[config.mk]
export PLATFORM = sky130hd
export DESIGN_NAME = hazard_ctrl
export DESIGN_NICKNAME = d
export VERILOG_FILES = /design/src/rtl/hazard_ctrl.sv
export SDC_FILE = /design/constraint.sdc
export NUM_CORES = 1
export LEC_CHECK = 0
export ABC_AREA = 1
export BUFFER_PORTS_ARGS = -buffer_cell sky130_fd_sc_hd__buf_2
export CORE_ASPECT_RATIO = 0.9
export CORE_MARGIN = 1
export CORE_UTILIZATION = 53
export DETAILED_ROUTE_END_ITERATION = 10
export PLACE_DENSITY = 0.82
export SYNTH_ARGS = -nofsm -noshare
export SYNTH_HDL_FRONTEND = slang
export SYNTH_SLANG_ARGS = --single-unit
[constraint.sdc]
create_clock -name clk -period 4.64 [get_ports clk]
set_clock_uncertainty 0.2 [all_clocks]
set_input_delay 0.232 -clock clk [delete_from_list [all_inputs] [get_ports clk]]
set_output_delay 0.232 -clock clk [all_outputs]
set_load 0.02 [all_outputs]
[src/rtl/hazard_ctrl.sv]
// rtl/hazard_ctrl.sv - pipeline hazard controller: load-use stall, branch flush, memory-wait freeze and timeout
//
// Purpose:
//   Generates the PC / pipeline-register control signals for a 5-stage pipeline.
//   The priority order is: reset, latched memory error, memory stall, taken branch, load-use, default.
//   A memory access that is not acknowledged within MEM_TIMEOUT wait cycles latches a sticky error.
//   The error freezes the pipeline until reset.
//
// Parameters:
//   MEM_TIMEOUT     wait-timer value at which a still-busy access becomes an error (2..255)
//
// Ports:
//   clk, reset                      clock, synchronous active-high reset
//   IFID_RS1, IFID_RS2              source registers of the instruction in ID
//   IDEX_MemRead, IDEX_RD           load flag / destination of the instruction in EX
//   EXMEM_Branch, EXMEM_Zero        branch flag / ALU zero of the instruction in MEM
//   EXMEM_MemRead, EXMEM_MemWrite   data-memory access of the instruction in MEM
//   mem_ready                       data memory completed the current access
//   PCWrite, IFID_Write             PC and IF/ID update enables
//   IFID_Flush, IDEX_Flush,
//   EXMEM_Flush                     zero the named pipeline register on the next edge
//   PCSrc                           select branch target as next PC
//   Freeze                          hold every pipeline register and the PC
//   mem_err                         sticky memory-timeout error
//   stall_cnt, flush_cnt            (HAZARD_PERF_CNT_EN only) saturating 32-bit counters:
//                                   cycles with PCWrite=0, and taken-branch cycles
//
// Build option:
//   HAZARD_PERF_CNT_EN   adds the stall_cnt / flush_cnt performance counters

module hazard_ctrl #(
  parameter int MEM_TIMEOUT = 64
) (
  input  logic       clk,
  input  logic       reset,
  input  logic [4:0] IFID_RS1,
  input  logic [4:0] IFID_RS2,
  input  logic       IDEX_MemRead,
  input  logic [4:0] IDEX_RD,
  input  logic       EXMEM_Branch,
  input  logic       EXMEM_Zero,
  input  logic       EXMEM_MemRead,
  input  logic       EXMEM_MemWrite,
  input  logic       mem_ready,
  output logic       PCWrite,
  output logic       IFID_Write,
  output logic       IFID_Flush,
  output logic       IDEX_Flush,
  output logic       EXMEM_Flush,
  output logic       PCSrc,
  output logic       Freeze,
  output logic       mem_err
`ifdef HAZARD_PERF_CNT_EN
  ,
  output logic [31:0] stall_cnt,
  output logic [31:0] flush_cnt
`endif
);

  typedef enum logic [1:0] {
    RUN      = 2'd0,
    MEM_WAIT = 2'd1,
    ERROR    = 2'd2
  } state_t;

  localparam logic [7:0] TIMEOUT_VAL = 8'(MEM_TIMEOUT);

  state_t     state, state_next;
  logic [7:0] timer, timer_next;

  logic mem_busy;
  logic branch_taken;
  logic load_use;

  // Hazard detection terms
  assign mem_busy     = (EXMEM_MemRead | EXMEM_MemWrite) & ~mem_ready;
  assign branch_taken = EXMEM_Branch & EXMEM_Zero;
  // x0 is hardwired to zero, so a load into it never creates a dependency.
  assign load_use     = IDEX_MemRead && (IDEX_RD != 5'd0) &&
                        ((IDEX_RD == IFID_RS1) || (IDEX_RD == IFID_RS2));

  // State register
  always_ff @(posedge clk) begin
    if (reset) begin
      state <= RUN;
      timer <= 8'd0;
    end else begin
      state <= state_next;
      timer <= timer_next;
    end
  end

  // Next state and outputs
  always_comb begin
    state_next  = state;
    timer_next  = timer;
    PCWrite     = 1'b1;
    IFID_Write  = 1'b1;
    IFID_Flush  = 1'b0;
    IDEX_Flush  = 1'b0;
    EXMEM_Flush = 1'b0;
    PCSrc       = 1'b0;
    Freeze      = 1'b0;
    mem_err     = 1'b0;

    if (reset) begin
      // Flush everything and hold the PC while reset is asserted.
      // The registers themselves are cleared in the always_ff block.
      PCWrite     = 1'b0;
      IFID_Write  = 1'b0;
      IFID_Flush  = 1'b1;
      IDEX_Flush  = 1'b1;
      EXMEM_Flush = 1'b1;
      state_next  = RUN;
      timer_next  = 8'd0;
    end else begin
      unique case (state)
        ERROR: begin
          // Terminal until reset: inputs are ignored.
          PCWrite    = 1'b0;
          IFID_Write = 1'b0;
          Freeze     = 1'b1;
          mem_err    = 1'b1;
        end

        RUN, MEM_WAIT: begin
          if (mem_busy) begin
            // A memory stall outranks branches and load-use.
            // The pipeline is frozen as a whole, so nothing is flushed.
            PCWrite    = 1'b0;
            IFID_Write = 1'b0;
            Freeze     = 1'b1;
            if (state == RUN) begin
              state_next = MEM_WAIT;
              timer_next = 8'd1;
            end else if (timer == TIMEOUT_VAL) begin
              state_next = ERROR;
            end else begin
              timer_next = timer + 8'd1;
            end
          end else begin
            // Either running normally or the access just completed.
            // In both cases the ordinary hazard rules apply this cycle.
            state_next = RUN;
            timer_next = 8'd0;
            if (branch_taken) begin
              PCSrc       = 1'b1;
              IFID_Flush  = 1'b1;
              IDEX_Flush  = 1'b1;
              EXMEM_Flush = 1'b1;
            end else if (load_use) begin
              // Hold the PC and IF/ID for one cycle.
              // Insert a bubble into EX.
              PCWrite    = 1'b0;
              IFID_Write = 1'b0;
              IDEX_Flush = 1'b1;
            end
          end
        end

        default: begin
          // Unused encoding: freeze for one cycle and recover to RUN.
          PCWrite    = 1'b0;
          IFID_Write = 1'b0;
          Freeze     = 1'b1;
          state_next = RUN;
          timer_next = 8'd0;
        end
      endcase
    end
  end

`ifdef HAZARD_PERF_CNT_EN
  // Saturating performance counters.
  // A taken branch is exactly the cycle that drives PCSrc.
  always_ff @(posedge clk) begin
    if (reset) begin
      stall_cnt <= 32'd0;
      flush_cnt <= 32'd0;
    end else begin
      if (!PCWrite && (stall_cnt != 32'hFFFF_FFFF)) begin
        stall_cnt <= stall_cnt + 32'd1;
      end
      if (PCSrc && (flush_cnt != 32'hFFFF_FFFF)) begin
        flush_cnt <= flush_cnt + 32'd1;
      end
    end
  end
`endif

endmodule

== Word-level counts from Yosys, hierarchy flattened ==
Cells that the tools add are included.

* Input port bits: 23
* Logic and storage cells: 51
* Bits in registers: 10

* Add/subtract/negate cells: 1
* Muxes and demuxes: 28
* Bitwise operators: 5
* Equal/unequal tests: 7
* Reduce and logical (&&, ||, !) cells: 8

{| class="wikitable"
|+ Operator list
! kind !! count
|-
| 8-bit 2-to-1 mux || 3
|-
| 1-bit 2-to-1 mux || 20
|-
| 8-bit one-hot mux with 2 select lines || 1
|-
| 5-bit equality test || 2
|-
| 8-bit by 1-bit adder with 8-bit output (second input constant) || 1
|-
| 8-bit by 7-bit equality test with 1-bit output (second input constant) || 1
|-
| 4-bit inequality test (second input constant) || 2
|-
| 2-bit 2-to-1 mux || 3
|-
| 5-bit nonzero test || 1
|-
| 2-bit one-hot mux with 2 select lines || 1
|-
| 2-bit AND reduction || 2
|-
| 1-bit bitwise AND || 2
|-
| 2-bit by 1-bit equality test with 1-bit output (second input constant) || 1
|-
| 2-bit equality test (second input constant) || 1
|-
| 1-bit logical AND || 2
|-
| 2-bit logical NOT || 1
|-
| 1-bit NOT || 2
|-
| 2-bit OR reduction || 1
|-
| 1-bit logical OR || 1
|-
| 1-bit bitwise OR || 1
|}

== Depth between registers and ports, before layout ==
Gate-level depths: netlist of the first run.

* Depth in word-level cells: 8
* Mapped depth: 11

== Worst setup path before layout of the first run ==
OpenSTA, ideal clock, no wires.

* Path kind: input to output
* From: input port EXMEM_MemWrite
* To: output port PCWrite
* Data arrival time: 1.470 ns
* Buffers on the path: 1
* Setup slack: 2.738 ns
* Stages: 8
* Path through: nor2_2 -> nor2_1 -> nor2_1 -> nand3_1 -> nor2_1 -> inv_1 -> nand2_1 -> buf_4

* Longest elaborated chain between the ends: 5

{| class="wikitable"
|+ Ends and longest elaborated chain
! what !! line !! RTL
|-
| from (decl) || 43 || <nowiki>input logic EXMEM_MemWrite,</nowiki>
|-
| 1-bit bitwise OR || 76 || <nowiki>assign mem_busy = (EXMEM_MemRead | EXMEM_MemWrite) & ~mem_ready;</nowiki>
|-
| 1-bit bitwise AND || 76 ||
|-
| 1-bit 2-to-1 mux (3 in series) || n/a ||
|-
| to (decl) || 45 || <nowiki>output logic PCWrite,</nowiki>
|}

Every way passes these cells.

== Worst setup path after layout of the first run ==
* From: register state[1]
* To: output port IFID_Write

* Longest elaborated chain between the ends: 4
* Elaborated cells on any way between the ends: 5
* Those cells by class: 1 x eq/ne; 2 x mux; 2 x reduce/logical

{| class="wikitable"
|+ Ends and longest elaborated chain
! what !! line !! RTL
|-
| from (decl) || 68 || <nowiki>state_t state, state_next;</nowiki>
|-
| from (signal assigned) || 88 || <nowiki>state <= state_next;</nowiki>
|-
| 2-bit by 1-bit equality test with 1-bit output / 2-bit logical NOT (equally long branches) || 117 || <nowiki>unique case (state)</nowiki>
|-
| 2-bit OR reduction (*) || 117 ||
|-
| 1-bit 2-to-1 mux (*) || 117 ||
|-
| 1-bit 2-to-1 mux (*) || 106 || <nowiki>if (reset) begin</nowiki>
|-
| to (decl) || 46 || <nowiki>output logic IFID_Write,</nowiki>
|}

Mark *: on every way between the ends. The rest lies on a longest branch, timed or not.

==> summary.md, run 1 <==
| Metric | Value |
|---|---|
| Peak supply drop | `0.131 mV` |
| Rows | `13` |
| Total power | `196 uW` |
| Distinct cells, synth | `26` |
| Cells after synthesis | `159` |
| First-pass GRT wire length | `3270 um` |
| CP arrival | `1.41 ns` |
| CP most frequent cell | `nor2_1` |
| Critical path buffers and inverters | `2` |
| Setup-failing EPs final | `0` |
| Later-pin clock latency in the skew report | `0.28 ns` |
| Drt initial violations | `14` |
| Post-Syn Area | `905 sq um` |
| Sw Pwr | `60.9 uW` |
| Seq. cell area | `200 sq um` |
| Number of diodes | `0` |
| Top-count cell post-synth | `nand2_1` |
| DR vias/cell | `4.82` |
| Max-slew headroom | `76.9%` |
| Post-synthesis sequential area ratio | `22.1%` |
| Nets@finish | `215` |
| Total CTS buffers | `3` |
| Clk pin slew, worst setup/hold paths | `0.06 ns` |
| Placed cell count | `207` |
| Routed WL | `2020 um` |
| Root Buffer | `clkbuf_4` |
| Routed vias | `1012` |
| Leak Pwr | `0.000601 uW` |
| Post-CTS Repair Setup Buffers | `0` |
| Initial Util | `59.8%` |
| Fraction of registers with async set/reset | `0%` |
| Clock Power Share | `31.8%` |
| CTS tree | `built` |
| RSZ-0062 raised after global routing | `no` |
| Critical path fanouts, max | `5` |
| Input/output buffers | `30` |
| Post-synth EDFFs | `0` |
| Global route overflow | `0` |
| Ranking of synthesized cells by area | `dfxtp_1 22%, nand2_1 20%, inv_1 12%` |
| Class of the worst hold path | `input port to flop` |
| Switching Fraction | `31.0%` |
| P&R area growth vs syn | `18.7%` |
| Vias in the first global route | `817` |
| Drt wl/cell | `9.60 um` |
| Filler Cells Inserted | `134` |
| Worst Tran Pin Value | `0.347 ns` |
| Max Cap Viol | `0` |
| Syn Area/Cell | `5.69 sq um` |
| Register bit total from synthesis | `10` |
| Hold Buf Count CTS | `0` |
| Yosys top cell by area | `dfxtp_1` |
| Post-synth net total | `184` |
| Final Hold Viols | `0` |
| Post-DP HPWL | `1640 um` |
| Clk sinks | `10` |
| Crit path max-delay family | `simple AND/OR/NAND/NOR gates` |
| Power Density | `183 nW/um^2` |
| Dpl ws | `2.86 ns` |
| Internal power | `135 uW` |
| Setup crit end kind | `output port` |
| Final setup TNS | `0 ns` |
| CP max stage delay | `0.36 ns` |
| Fmax | `542 MHz` |
| Post-route setup slack | `2.80 ns` |
| Commonest cells post-synth | `49 x nand2_1, 30 x inv_1, 20 x nor2_1` |
| Post-synth top area share | `22.1%` |
| Antenna violations before repair | `0` |
| Number of I/O pins | `31` |
| Worst setup SP type | `flop` |
| Gate power share | `23.2%` |
| Crit path required time | `4.21 ns` |
| Multi-input gate area | `553 sq um` |
| CTS max path bufs | `2` |
| Share of layout cells above drive strength 1 | `22.9%` |
| Ys flop type | `dfxtp_1` |
| H-tree depth | `1` |
| Warnings, synthesis | `0` |
| Core Region | `1510 sq um` |
| Final ANT Viol Nets | `0` |
| GRT Total Usage | `25.6%` |
| CP max stage cell | `dfxtp_1` |
| Status | `finished clean` |
| Slew Viols, Final | `0` |
| Largest net degree at the start of global routing | `12` |
| Sequential share of power | `45.1%` |
| Chip height | `41.2 um` |
| Cell Chain, Critical Path | `nor2_1 > nand3_1 > nor2_1 > inv_1 > nand2_1 > buf_2` |
| Routability cong. | `0.905` |
| Final period utilization | `39.7%` |
| Util after Layout | `71.0%` |
| Non-Filler Instances | `210` |
| Die ar. | `1880 sq um` |
| Final Critical Period | `1.84 ns` |
| Die width | `45.6 um` |
| Detailed Routing Iterations Pass 1 | `4` |
| # DRC | `0` |
| Cts repair resizes | `0` |
| WS Path Type | `flop to output port` |
[logic make-up after synthesis]
family | after synthesis | synth area share [%]
AND/OR/NAND/NOR | 102 | 50.2
buffers and inverters | 36 | 16.7
flip-flops | 10 | 22.1
XOR/XNOR | 3 | 2.91
adder cells (fa/ha/maj) | 2 | 2.77
AO/OA/AOI/OAI | 6 | 5.26
[final cells by class]
class / instances / share of cell area (%)
Multi-Input combinational cell: 113 / 51.5
Clock buffer: 3 / 2.10
Sequential cell: 10 / 18.6
Inverter: 32 / 11.2
Tap cell: 22 / 2.56
Timing Repair Buffer: 30 / 14.0
[power groups by stage]
stage	clock network (uW)	registers (uW)	logic (uW)
after global routing	67.4	88.6	52.0
after global placement	0	90.3	44.4
final	62.3	88.5	45.5
after detailed placement	0	90.3	45.6
after floorplan	0	89.9	28.8
after CTS	63.0	88.4	45.8
[state kept, by name, indices dropped and copies added (netlist names)]
register / count
timer: 8
state: 2
[through the flow]
stage | hold slack, ns | instance area [sq um]
final | 0.0666 | 1070
after global routing | 0.0783 | 1070
after CTS | 0.0624 | 1070
after detailed placement | 0.305 | 1050
after global placement | 0.293 | 1050
after floorplan | 0.185 | 905
[cell usage in the layout, fill, tap and decap left out]
| cell | netlist | layout |
|---|---|---|
| clkbuf_4 | 0 | 3 |
| inv_1 | 30 | 30 |
| or2_1 | 1 | 1 |
| a21oi_1 | 1 | 1 |
| nor3_1 | 2 | 2 |
| xor2_1 | 1 | 1 |
| a21oi_2 | 1 | 1 |
| inv_2 | 2 | 2 |
| nand2_4 | 1 | 1 |
| nor2_2 | 1 | 1 |
| nor4_1 | 1 | 1 |
| nor3_2 | 1 | 1 |
| xnor2_1 | 2 | 2 |
| dfxtp_1 | 10 | 10 |
| o21bai_1 | 1 | 1 |
| nand3_1 | 15 | 15 |
| o21ai_0 | 2 | 2 |
| nand3b_1 | 1 | 1 |
| nor2_1 | 20 | 20 |
| nand4_1 | 7 | 7 |
| nand2_1 | 49 | 49 |
| a21oi_4 | 1 | 1 |
| nand2_2 | 3 | 3 |
| ha_1 | 2 | 2 |
| buf_2 | 1 | 30 |
[final timing paths]
kind              startpoint         end  slack [ns]  cells after the start
setup reg to reg    timer[0]    timer[6]        2.92                     11
setup / recovery    state[1]  IFID_Write        2.80                      6
hold reg to reg     timer[7]    timer[7]        0.31                      2
hold / removal         reset    timer[4]        0.07                      2
[layer usage]
metal	global-route usage (%)	part of all wire (%)	wire, um	vias up
li1	-	-	-	544
met1	31.0	48	966	438
met2	42.1	44	894	25
met3	7.93	6.0	120	5
met4	10.6	1.7	34	0
met5	0	0	0	-
[worst register-to-register path, stage by stage (launching register included)]
cell and delay, ns:
dfxtp_1 0.37, inv_1 0.08, ha_1 0.14, nand2_1 0.06
inv_1 0.06, nand2_1 0.05, nor2_1 0.18, nand2_2 0.13
nand2_4 0.14, inv_2 0.08, nand3_1 0.08, nand2_1 0.05
Power figures use the tool's default switching activity.
==> inputs of run 2 (changes only) <==
Settings changed: CORE_UTILIZATION 53 to 49, PLACE_DENSITY 0.82 to 0.76.
Clock period 4.64 ns to 1.7 ns, I/O delays scaled along.
==> run 2 against run 1 <==
Cell count is 2.9% higher. Total power grew to 3.0 times the previous value. Clock power grew to 3.5 times the previous value. Die area is 7.8% higher. Critical path depth is 2 lower.
==> summary.md, run 2 (synthesized netlist as in run 1, its figures left out) <==
| Metric | Value |
|---|---|
| Status | `finished clean` |
| H-tree depth | `1 (unchanged)` |
| Post-DP HPWL | `1690 um (+2.8%)` |
| Max-slew headroom | `77.8% (+0.90 points)` |
| CP arrival | `1.34 ns (-0.07 ns)` |
| Antenna violations before repair | `0 (unchanged)` |
| Largest net degree at the start of global routing | `12 (unchanged)` |
| Critical path fanouts, max | `7 (+2)` |
| Initial Util | `53.2% (-6.6 points)` |
| Die width | `47.3 um (+3.8%)` |
| Final setup TNS | `0 ns (unchanged)` |
| Rows | `14 (+1)` |
| Peak supply drop | `0.493 mV (+280%)` |
| Routed WL | `2140 um (+6.0%)` |
| CP max stage delay | `0.43 ns (+0.07 ns)` |
| Final period utilization | `95.4%` |
| Core Region | `1700 sq um (+12%)` |
| Routed vias | `1047 (+3.5%)` |
| Share of layout cells above drive strength 1 | `25.5% (+2.6 points)` |
| P&R area growth vs syn | `25.3%` |
| Max Cap Viol | `0 (unchanged)` |
| Clk sinks | `10 (unchanged)` |
| Drt initial violations | `37 (+23)` |
| Chip height | `42.8 um (+3.8%)` |
| Commonest non-fill, non-tap cell in the layout | `nand2_1` |
| Hold path depth | `5 (+3)` |
| Clk pin slew, worst setup/hold paths | `0.07 ns (about the same)` |
| Drt wl/cell | `9.89 um (+3.1%)` |
| Largest registers | `timer: 8 flops, state: 2 flops` |
| # DRC | `0 (unchanged)` |
| Final Critical Period | `1.62 ns` |
| Total CTS buffers | `3 (unchanged)` |
| Fmax | `616 MHz` |
| RSZ-0062 raised after global routing | `no` |
| GRT Total Usage | `25.0% (-0.55 points)` |
| Root Buffer | `clkbuf_4` |
| Crit path required time | `1.41 ns (-2.80 ns)` |
| Max FFs per register | `8 (unchanged)` |
| Worst setup SP type | `flop` |
| Final ANT Viol Nets | `0 (unchanged)` |
| Final Hold Viols | `0 (unchanged)` |
| RR Endpoint | `timer[6]` |
| R2r startpoint | `timer[1]` |
| Leak Pwr | `0.000625 uW (+3.9%)` |
| Die ar. | `2020 sq um (+7.8%)` |
| Global route overflow | `0 (unchanged)` |
| Routability cong. | `0.839 (-7.2%)` |
| Setup-failing EPs final | `0 (unchanged)` |
| CTS max path bufs | `2 (unchanged)` |
| Nets@finish | `218 (+1.4%)` |
| Worst Setup SP | `state[1]` |
| Vias in the first global route | `917 (+12%)` |
| Class of the worst hold path | `input port to flop` |
| CP max stage cell | `dfxtp_1` |
| Later-pin clock latency in the skew report | `0.27 ns (about the same)` |
| Cell Chain, Critical Path | `inv_2 > or2_4 > nor2_1 > buf_2` |
| First-pass GRT wire length | `3640 um (+11%)` |
| Post-CTS Repair Setup Buffers | `0 (unchanged)` |
| Number of I/O pins | `31 (unchanged)` |
| Slew Viols, Final | `0 (unchanged)` |
| Top reg by flops | `timer` |
| Hold Path Origin | `EXMEM_MemRead` |
| R2R Setup Slk | `0.11 ns (-2.81 ns)` |
| CTS tree | `built` |
| Power Density | `521 nW/um^2 (+190%)` |
| Input/output buffers | `30 (unchanged)` |
| Total power | `591 uW (+200%)` |
| Cell depth of the worst flop-to-flop path | `6 (-5)` |
| Worst Tran Pin Value | `0.330 ns (-0.0166 ns)` |
| Worst Hold End | `state[0]` |
| Setup crit end kind | `output port` |
| Detailed Routing Iterations Pass 1 | `6 (+2)` |
| Number of diodes | `0 (unchanged)` |
| WS Path Type | `flop to output port` |
| Most frequent cells in the layout | `49 x nand2_1, 30 x inv_1, 29 x buf_2` |
| DR vias/cell | `4.85 (+0.58%)` |
-- run 2: power breakdown --
part | switching (uW) | leakage [uW] | internal (uW)
clock network | 84.5 | 0.0000210 | 130
registers | 4.51 | 0.0000813 | 237
logic | 78.2 | 0.000523 | 56.5
total | 167 | 0.000625 | 424
-- run 2: worst max-delay path by stage --
stage	endpoint	slack, ns	cells past startpoint
5_1_grt	mem_err	0.003	4
6_report	mem_err	0.08	4
3_3_place_gp	timer[7]	0.15	11
4_1_cts	PCWrite	0.04	6
2_1_floorplan	PCWrite	0.04	6
3_5_place_dp	timer[7]	0.08	11
-- run 2: worst max-delay path, delay by kind of cell, from the launching register on --
kind          cells  cell delay, ns
simple gates      2            0.40
flops             1            0.43
buf+inv           2            0.24
-- run 2: layer usage --
metal | wire length, um | vias to the layer above | GRT usage [%]
met1 | 1010 | 467 | 33.2
met3 | 99 | 2 | 8.94
li1 | - | 555 | -
met2 | 1010 | 23 | 38.9
met4 | 8 | 0 | 4.00
met5 | 0 | - | 0
-- run 2: what timing repair did --
| item | 4_1_cts | 5_1_grt |
|---|---|---|
| pin swaps | 0 | 1 |
| setup endpoints to repair | 1 | 8 |
| resized for setup | 1 | 5 |
| hold buffers | 3 | 0 |
| hold endpoints to repair | 5 | 0 |
-- run 2: stage by stage --
stage | utilization (%) | hold slack (ns) | std cells | area [sq um] | setup slack (ns)
after global routing | 66.7 | 0.107 | 216 | 1130 | 0.00263
after floorplan | - | 0.0382 | 159 | 905 | 0.0436
after CTS | 66.1 | 0.0665 | 216 | 1120 | 0.0395
after global placement | 62.0 | 0.202 | 209 | 1050 | 0.153
final | 66.7 | 0.0770 | 216 | 1130 | 0.0778
after detailed placement | 62.0 | 0.199 | 209 | 1050 | 0.0812
-- run 2: layout make-up --
class / instances / area, sq um
fill: 167 / 566
multi-input combinational: 113 / 563
sequential: 10 / 201
timing repair buffer: 33 / 183
inverter: 32 / 120
clock buffer: 4 / 36.3
tap: 24 / 30.0
